### config.mk
export PLATFORM = sky130hd
export DESIGN_NAME = count_enable_gen
export DESIGN_NICKNAME = d
export VERILOG_FILES = /design/src/rtl/count_enable_gen.sv
export SDC_FILE = /design/constraint.sdc
export NUM_CORES = 1
export LEC_CHECK = 0
export BUFFER_PORTS_ARGS = -buffer_cell sky130_fd_sc_hd__buf_2
export CAP_MARGIN = 20
export CELL_PAD_IN_SITES_DETAIL_PLACEMENT = 2
export CELL_PAD_IN_SITES_GLOBAL_PLACEMENT = 2
export CORE_ASPECT_RATIO = 0.7
export CORE_MARGIN = 5
export CORE_UTILIZATION = 44
export DETAILED_ROUTE_END_ITERATION = 6
export GPL_TIMING_DRIVEN = 1
export PLACE_DENSITY_LB_ADDON = 0.2
export SETUP_SLACK_MARGIN = 0.05
export SLEW_MARGIN = 20
export SYNTH_ARGS = -nofsm -noshare
export SYNTH_HDL_FRONTEND = slang
export SYNTH_SLANG_ARGS = --single-unit
### constraint.sdc
create_clock -name Clk -period 4.06 [get_ports Clk]
set_input_delay 0.406 -clock Clk [delete_from_list [all_inputs] [get_ports Clk]]
set_output_delay 0.406 -clock Clk [all_outputs]
set_load 0.005 [all_outputs]
### src/rtl/count_enable_gen.sv
// Enable strobe source for the T-flip-flop counter: divides Clk down to a one-cycle En
// every DIV cycles, with a synchronized, debounced pushbutton that toggles run/pause.
module count_enable_gen #(
    parameter int DIV          = 50_000_000,
    parameter int DEB_CYCLES   = 1_000_000,
    parameter bit RUN_AT_RESET = 1'b1
) (
    input  logic Clk,
    input  logic ClrN,
    input  logic KeyN,
    output logic En,
    output logic Running
);

    localparam int PW = (DIV > 1) ? $clog2(DIV) : 1;
    localparam int DW = (DEB_CYCLES > 1) ? $clog2(DEB_CYCLES) : 1;
    localparam logic [PW-1:0] PCNT_LAST = PW'(DIV - 1);
    localparam logic [DW-1:0] DCNT_LAST = DW'(DEB_CYCLES - 1);

    typedef enum logic [1:0] {
        RELEASED,
        PRESS_CHK,
        PRESSED,
        RELEASE_CHK
    } deb_state_t;

    logic          key_meta;
    logic          key_s;
    deb_state_t    state;
    logic [DW-1:0] dcnt;
    logic [PW-1:0] pcnt;

    // Both flops reset to 1 so a reset looks like a released button.
    always_ff @(posedge Clk or negedge ClrN) begin
        if (!ClrN) begin
            key_meta <= 1'b1;
            key_s    <= 1'b1;
        end else begin
            key_meta <= KeyN;
            key_s    <= key_meta;
        end
    end

    // Running flips on the same edge the press is accepted.
    always_ff @(posedge Clk or negedge ClrN) begin
        if (!ClrN) begin
            state   <= RELEASED;
            dcnt    <= '0;
            Running <= RUN_AT_RESET;
        end else begin
            case (state)
                RELEASED: begin
                    if (!key_s) begin
                        state <= PRESS_CHK;
                        dcnt  <= '0;
                    end
                end
                PRESS_CHK: begin
                    if (key_s) begin
                        state <= RELEASED;
                    end else if (dcnt == DCNT_LAST) begin
                        state   <= PRESSED;
                        Running <= ~Running;
                    end else begin
                        dcnt <= dcnt + DW'(1);
                    end
                end
                PRESSED: begin
                    if (key_s) begin
                        state <= RELEASE_CHK;
                        dcnt  <= '0;
                    end
                end
                RELEASE_CHK: begin
                    if (!key_s) begin
                        state <= PRESSED;
                    end else if (dcnt == DCNT_LAST) begin
                        state <= RELEASED;
                    end else begin
                        dcnt <= dcnt + DW'(1);
                    end
                end
                default: begin
                    state <= RELEASED;
                    dcnt  <= '0;
                end
            endcase
        end
    end

    // pcnt freezes while paused so a resume finishes the partial period.
    always_ff @(posedge Clk or negedge ClrN) begin
        if (!ClrN) begin
            pcnt <= '0;
            En   <= 1'b0;
        end else begin
            En <= Running && (pcnt == PCNT_LAST);
            if (Running) begin
                if (pcnt == PCNT_LAST) begin
                    pcnt <= '0;
                end else begin
                    pcnt <= pcnt + PW'(1);
                end
            end
        end
    end

endmodule

**Word-level counts from Yosys, hierarchy flattened**

Cells that the tools add are included.

- Output and inout bits: 2
- Memories: 0
- Bits in latches: 0
- Input bits: 3
- Bits in registers: 52
- Word-level logic and storage cells: 41
- Bits in read-only memories: 0
- RAM bits: 0

- Divide/modulo/power cells: 0
- Reduce and logical (&&, ||, !) cells: 5
- Shift-type cells: 0
- Multiplexer cells: 14
- Multipliers: 0
- Add/subtract/negate cells: 2
- Equality and inequality tests: 11
- Bitwise gates (word level): 2
- Order comparisons: 0

Operators by type and width:

| cell | number |
|---|---|
| $mux 20 | 5 |
| $pmux 20 s4 | 1 |
| $add 26x1->26 const B | 1 |
| $eq 26x26->1 const B | 1 |
| $mux 26 | 1 |
| $add 20x1->20 const B | 1 |
| $eq 20x20->1 const B | 1 |
| $mux 2 | 6 |
| $ne 2x2->1 const B | 4 |
| $pmux 2 s4 | 1 |
| $reduce_and 4->1 | 2 |
| $ne 3x3->1 const B | 2 |
| $eq 2x2->1 const B | 2 |
| $reduce_and 3->1 | 1 |
| $eq 2x1->1 const B | 1 |
| $logic_not 2->1 | 1 |
| $not 1->1 | 2 |
| $logic_and 1x1->1 | 1 |

**Depth between registers and ports, before layout**

- Depth after elaboration: 4
- Mapped depth: 6
- Gate-level depth less buffers: 6

**Worst setup path after synthesis**

No wires, ideal clock.

- Path kind: register -> register
- Start: register dcnt[1]
- End: register dcnt[5]
- Clock period less this slack: 1.824 ns
- Data required time: 3.933 ns
- Path buffers: 0
- Data arrival time: 1.696 ns
- Setup time: 0.127 ns
- Cell stages (with the launch flop): 7
- Setup slack: 2.236 ns
- Cell sequence: dfrtp_1 ha_1 nand3_4 nor4_4 a31oi_4 nand4_1 mux2_1

- Cells in the longest elaborated chain, start to end: 4
- Elaborated cells on any way between the ends: 6
- Those cells by class: 1 x add/sub; 1 x eq/ne; 4 x mux

Ends and longest elaborated chain:

| element | RTL line | source |
|---|---|---|
| start, declared | 30 | `logic [DW-1:0] dcnt;` |
| start signal, assigned | 65 | `dcnt <= dcnt + DW'(1);` |
| start signal, assigned | 80 | `dcnt <= dcnt + DW'(1);` |
| $add 20x1->20 or $eq 20x20->1 (tied branches) | n/a |  |
| $mux 20 * | 61, 77 |  |
| $mux 20 (on tied branches) | 75, 59 |  |
| $pmux 20 s4 * | 51 | `case (state)` |

Every way passes the cells marked *; elsewhere a longest branch is shown, timed or not. The select of a mux whose other input is x is not followed.
A chain may end at the register's enable or synchronous reset.

==> results.sh <==
export IMPL_row_count=23
export IMPL_synth_fp_nets=273
export IMPL_power_static_leakage_uw=0.00124
export IMPL_final_layout_size_suffix_gt1_share_pct=10.9
export IMPL_count_of_flip_flops_with_a_built_in_enable_after_synthesis=0
export IMPL_finalNetCount=278
export IMPL_drt_pass1_iter_count=4
export IMPL_ports_placed_on_the_boundary=5
export IMPL_avgSynthCellArea_sq_um=10.1
export IMPL_status="finished clean"
export IMPL_clock_skew_ns=0.00318
export IMPL_coreArea_sq_mm=0.00584
export IMPL_cap_violations=0
export IMPL_worst_setup_path_start_kind="flop"
export IMPL_tritoncts_num_sinks=52
export IMPL_wirelength_um=6880
export IMPL_clk_insertion_delay_late_ns=0.31
export IMPL_crit_path_cell_trace="nand4_1, nor4_1, nand4_1, xor2_1, nor2_1"
export IMPL_finalWeightedCongestion=0.740
export IMPL_seq_area_frac_synth_pct=48.4
export IMPL_route_antenna_remaining_nets=0
export IMPL_postCtsResizedCells=0
export IMPL_synthDominantCellAreaShare_pct=45.5
export IMPL_synth_xor_area_share_pct=11.0
export IMPL_overall_fraction_of_global_route_tracks_in_use_pct=19.4
export IMPL_drtIter0Drc=52
export IMPL_dp_worst_setup_slack_ns=1.84
export IMPL_slowest_delay_ns=0.72
export IMPL_antenna_cells_inserted=0
export IMPL_chip_height_um=75.5
export IMPL_via_count_of_the_first_global_routing_pass=2277
export IMPL_final_hold_viol_count=0
export IMPL_fin_area_sq_mm=0.00286
export IMPL_muxShareOfSynthArea_pct=1.16
export IMPL_globalRouteOverflowTotal=0
export IMPL_post_drt_via_cell_ratio=5.78
export IMPL_route_vias_total=2017
export IMPL_worst_ep_required_time_ns=4.23
export IMPL_min_delay_path_class="input port to flop"
export IMPL_detailed_place_hpwl_um=4870
export IMPL_share_of_synthesized_cell_area_in_full_adder_half_adder_and_majority_cells_pct=0.929
export IMPL_pin_count_of_the_biggest_net_entering_global_routing=53
export IMPL_routedWlPerCell_um=19.7
export IMPL_synth_compound_area_share_pct=7.29
export IMPL_tightest_slew_ns=0.905
export IMPL_post_cts_setup_buffers=0
export IMPL_crit_path_frequent_cell="sky130_fd_sc_hd__nand4_1"
export IMPL_critical_path_arrival_ns=2.41
export IMPL_postCtsHoldBufs=0
export IMPL_synth_top_flop_cell="sky130_fd_sc_hd__dfrtp_1"
export IMPL_mappedNetlistArea_sq_mm=0.00270
export IMPL_crit_slowest_cell="sky130_fd_sc_hd__nor4_1"
export IMPL_min_period_ns=2.24
export IMPL_synth_simple_gate_area_share_pct=28.5
export IMPL_fp_dieW_um=104
export IMPL_ctsHtreeMaxLevel=2
export IMPL_rsz0062_at_grt="no"
export IMPL_first_pass_grt_wire_length_um=12000
export IMPL_maximum_ir_drop_on_the_vdd_rail_uv=160
export IMPL_overall_power_of_the_completed_layout_uw=894
export IMPL_synth_top_family_by_area="simple AND/OR/NAND/NOR gates"
export IMPL_clock_fmax_mhz=446
export IMPL_syn_instance_count=268
export IMPL_initial_cell_density_of_the_core_pct=46.1
export IMPL_portBuffers=4
export IMPL_crit_path_max_fanout=10
export IMPL_buffer_cell_driving_the_clock_tree_root="sky130_fd_sc_hd__clkbuf_8"
export IMPL_initial_antenna_violation_count=0
export IMPL_ys_types=54
export IMPL_cts_tree="yes"
export IMPL_synth_top_cells_by_area="sky130_fd_sc_hd__dfrtp_1 45%, sky130_fd_sc_hd__xnor2_1 5.2%, sky130_fd_sc_hd__xor2_1 5.2%"
export IMPL_cts_path_max_buffers=2
export IMPL_placed_cell_area_sq_mm=0.00277
export IMPL_setup_tns_after_final_layout_ns=0
export IMPL_synthToLayoutAreaGrowth_pct=6.27
export IMPL_maxSlewViolCount=0
export IMPL_crit_type="flop to flop"
export IMPL_synth_async_reset_ratio_pct=100
export IMPL_headroom_to_the_max_slew_limit_pct=39.4
export IMPL_detail_route_drc_violations=0
export IMPL_syn_warnings=0
export IMPL_cts_inserted_buffers=5
export IMPL_timing_final_ws_setup_ns=1.82
export IMPL_netlist_top_cell_by_area="sky130_fd_sc_hd__dfrtp_1"
export IMPL_cts_clk_slew_worst_paths_ns=0.09
export IMPL_die_area_sq_mm=0.00782
export IMPL_synthesis_stage_register_bit_count=52
export IMPL_period_share_pct=55.2
export IMPL_setup_violations=0
export IMPL_crit_path_end_kind="flop"
export IMPL_cellPowerDensity_mw_per_mm2=312
[cells in the mapped netlist (2+ instances only)]
| master | instances |
|---|---|
| sky130_fd_sc_hd__nand3_1 | 23 |
| sky130_fd_sc_hd__and3_1 | 4 |
| sky130_fd_sc_hd__nor4_4 | 2 |
| sky130_fd_sc_hd__nand3b_1 | 2 |
| sky130_fd_sc_hd__dfrtp_1 | 49 |
| sky130_fd_sc_hd__or3_1 | 2 |
| sky130_fd_sc_hd__ha_1 | 2 |
| sky130_fd_sc_hd__a21oi_1 | 6 |
| sky130_fd_sc_hd__nand4b_1 | 2 |
| sky130_fd_sc_hd__inv_1 | 6 |
| sky130_fd_sc_hd__nor3_1 | 10 |
| sky130_fd_sc_hd__dfstp_2 | 3 |
| sky130_fd_sc_hd__or4b_1 | 2 |
| sky130_fd_sc_hd__nor4_1 | 3 |
| sky130_fd_sc_hd__clkbuf_1 | 4 |
| sky130_fd_sc_hd__o21ai_0 | 6 |
| sky130_fd_sc_hd__buf_6 | 2 |
| sky130_fd_sc_hd__nand2_1 | 27 |
| sky130_fd_sc_hd__mux2i_1 | 2 |
| sky130_fd_sc_hd__nand4_1 | 9 |
| sky130_fd_sc_hd__and4_1 | 5 |
| sky130_fd_sc_hd__xor2_1 | 16 |
| sky130_fd_sc_hd__xnor2_1 | 16 |
| sky130_fd_sc_hd__o31ai_1 | 2 |
| sky130_fd_sc_hd__nor2_1 | 34 |
[registers in the layout, indices dropped and copies added, names as in the netlist, named ones only]
signal / flops
Running: 1
dcnt: 20
En: 1
state: 1
key_meta: 1
key_s: 1
pcnt: 26
[critical path, delay by kind of cell (launching register included)]
family,cells,cell delay [ns]
xor gates and xnor gates,1,0.20
DFF,1,0.64
and+or+nand+nor,4,1.27
[report_power, final]
part / internal (uW) / switching (uW)
Combinational: 15.2 / 27.8
Sequential: 528 / 16.8
Clock: 139 / 167
[cell families after synthesis]
family | Yosys count
AND/OR/NAND/NOR | 137
multiplexers | 3
adder cells (fa/ha/maj) | 2
AO/OA/AOI/OAI | 27
XOR/XNOR | 33
buffers and inverters | 14
flip-flops | 52
[placed cells by master (no fill, tap or decap), types with 2 or more instances in the layout]
cell | netlist | layout
sky130_fd_sc_hd__buf_4 | 1 | 2
sky130_fd_sc_hd__xnor2_1 | 16 | 16
sky130_fd_sc_hd__nor4_4 | 2 | 2
sky130_fd_sc_hd__nor2_1 | 34 | 34
sky130_fd_sc_hd__a21oi_1 | 6 | 6
sky130_fd_sc_hd__nand3_1 | 23 | 23
sky130_fd_sc_hd__clkbuf_1 | 4 | 2
sky130_fd_sc_hd__or4b_1 | 2 | 2
sky130_fd_sc_hd__and3_1 | 4 | 4
sky130_fd_sc_hd__nand2_1 | 27 | 27
sky130_fd_sc_hd__o31ai_1 | 2 | 2
sky130_fd_sc_hd__nor3_1 | 10 | 10
sky130_fd_sc_hd__inv_1 | 6 | 6
sky130_fd_sc_hd__o21ai_0 | 6 | 6
sky130_fd_sc_hd__ha_1 | 2 | 2
sky130_fd_sc_hd__buf_2 | 1 | 4
sky130_fd_sc_hd__nand4b_1 | 2 | 2
sky130_fd_sc_hd__nand4_1 | 9 | 9
sky130_fd_sc_hd__dfrtp_1 | 49 | 49
sky130_fd_sc_hd__mux2i_1 | 2 | 2
sky130_fd_sc_hd__nand3b_1 | 2 | 2
sky130_fd_sc_hd__xor2_1 | 16 | 16
sky130_fd_sc_hd__and4_1 | 5 | 5
sky130_fd_sc_hd__nor4_1 | 3 | 3
sky130_fd_sc_hd__dfstp_2 | 3 | 3
sky130_fd_sc_hd__clkbuf_8 | 0 | 6
sky130_fd_sc_hd__or3_1 | 2 | 2
[final timing paths]
kind / start / slack, ns / end / cells after the start
worst max-delay path: Running / 1.82 / pcnt[23] / 5
worst min-delay path: KeyN / 0.19 / key_meta / 1
worst max register to register: Running / 1.82 / pcnt[23] / 5
worst min register to register: key_meta / 0.37 / key_s / 0
max in group asynchronous: ClrN / 3.41 / pcnt[11] / 2
min in group asynchronous: ClrN / 0.20 / dcnt[13] / 2
[area by class of cell]
class | count | area [sq um]
clock buffers | 8 | 90.1
fillers | 635 | 2980
inverters | 6 | 22.5
multi-input cells | 202 | 1320
flip-flops and latches | 52 | 1310
well taps | 75 | 93.8
repair buffers | 6 | 35.0
[metal layers]
metal,routed length [um],track usage (%),vias to the layer above
met4,89,5.97,0
met3,160,3.73,7
met2,3100,32.6,14
met1,3530,25.9,1045
met5,0,0,-
li1,-,-,951
[stage by stage]
stage | util [%] | std cells | hold WS, ns
floorplan | - | 268 | 0.110
global placement | 47.5 | 341 | 0.356
detailed placement | 47.5 | 341 | 0.352
CTS | 49.0 | 349 | 0.187
global route | 49.0 | 349 | 0.174
finish | 49.0 | 349 | 0.193
Power figures use the tool's default switching activity.
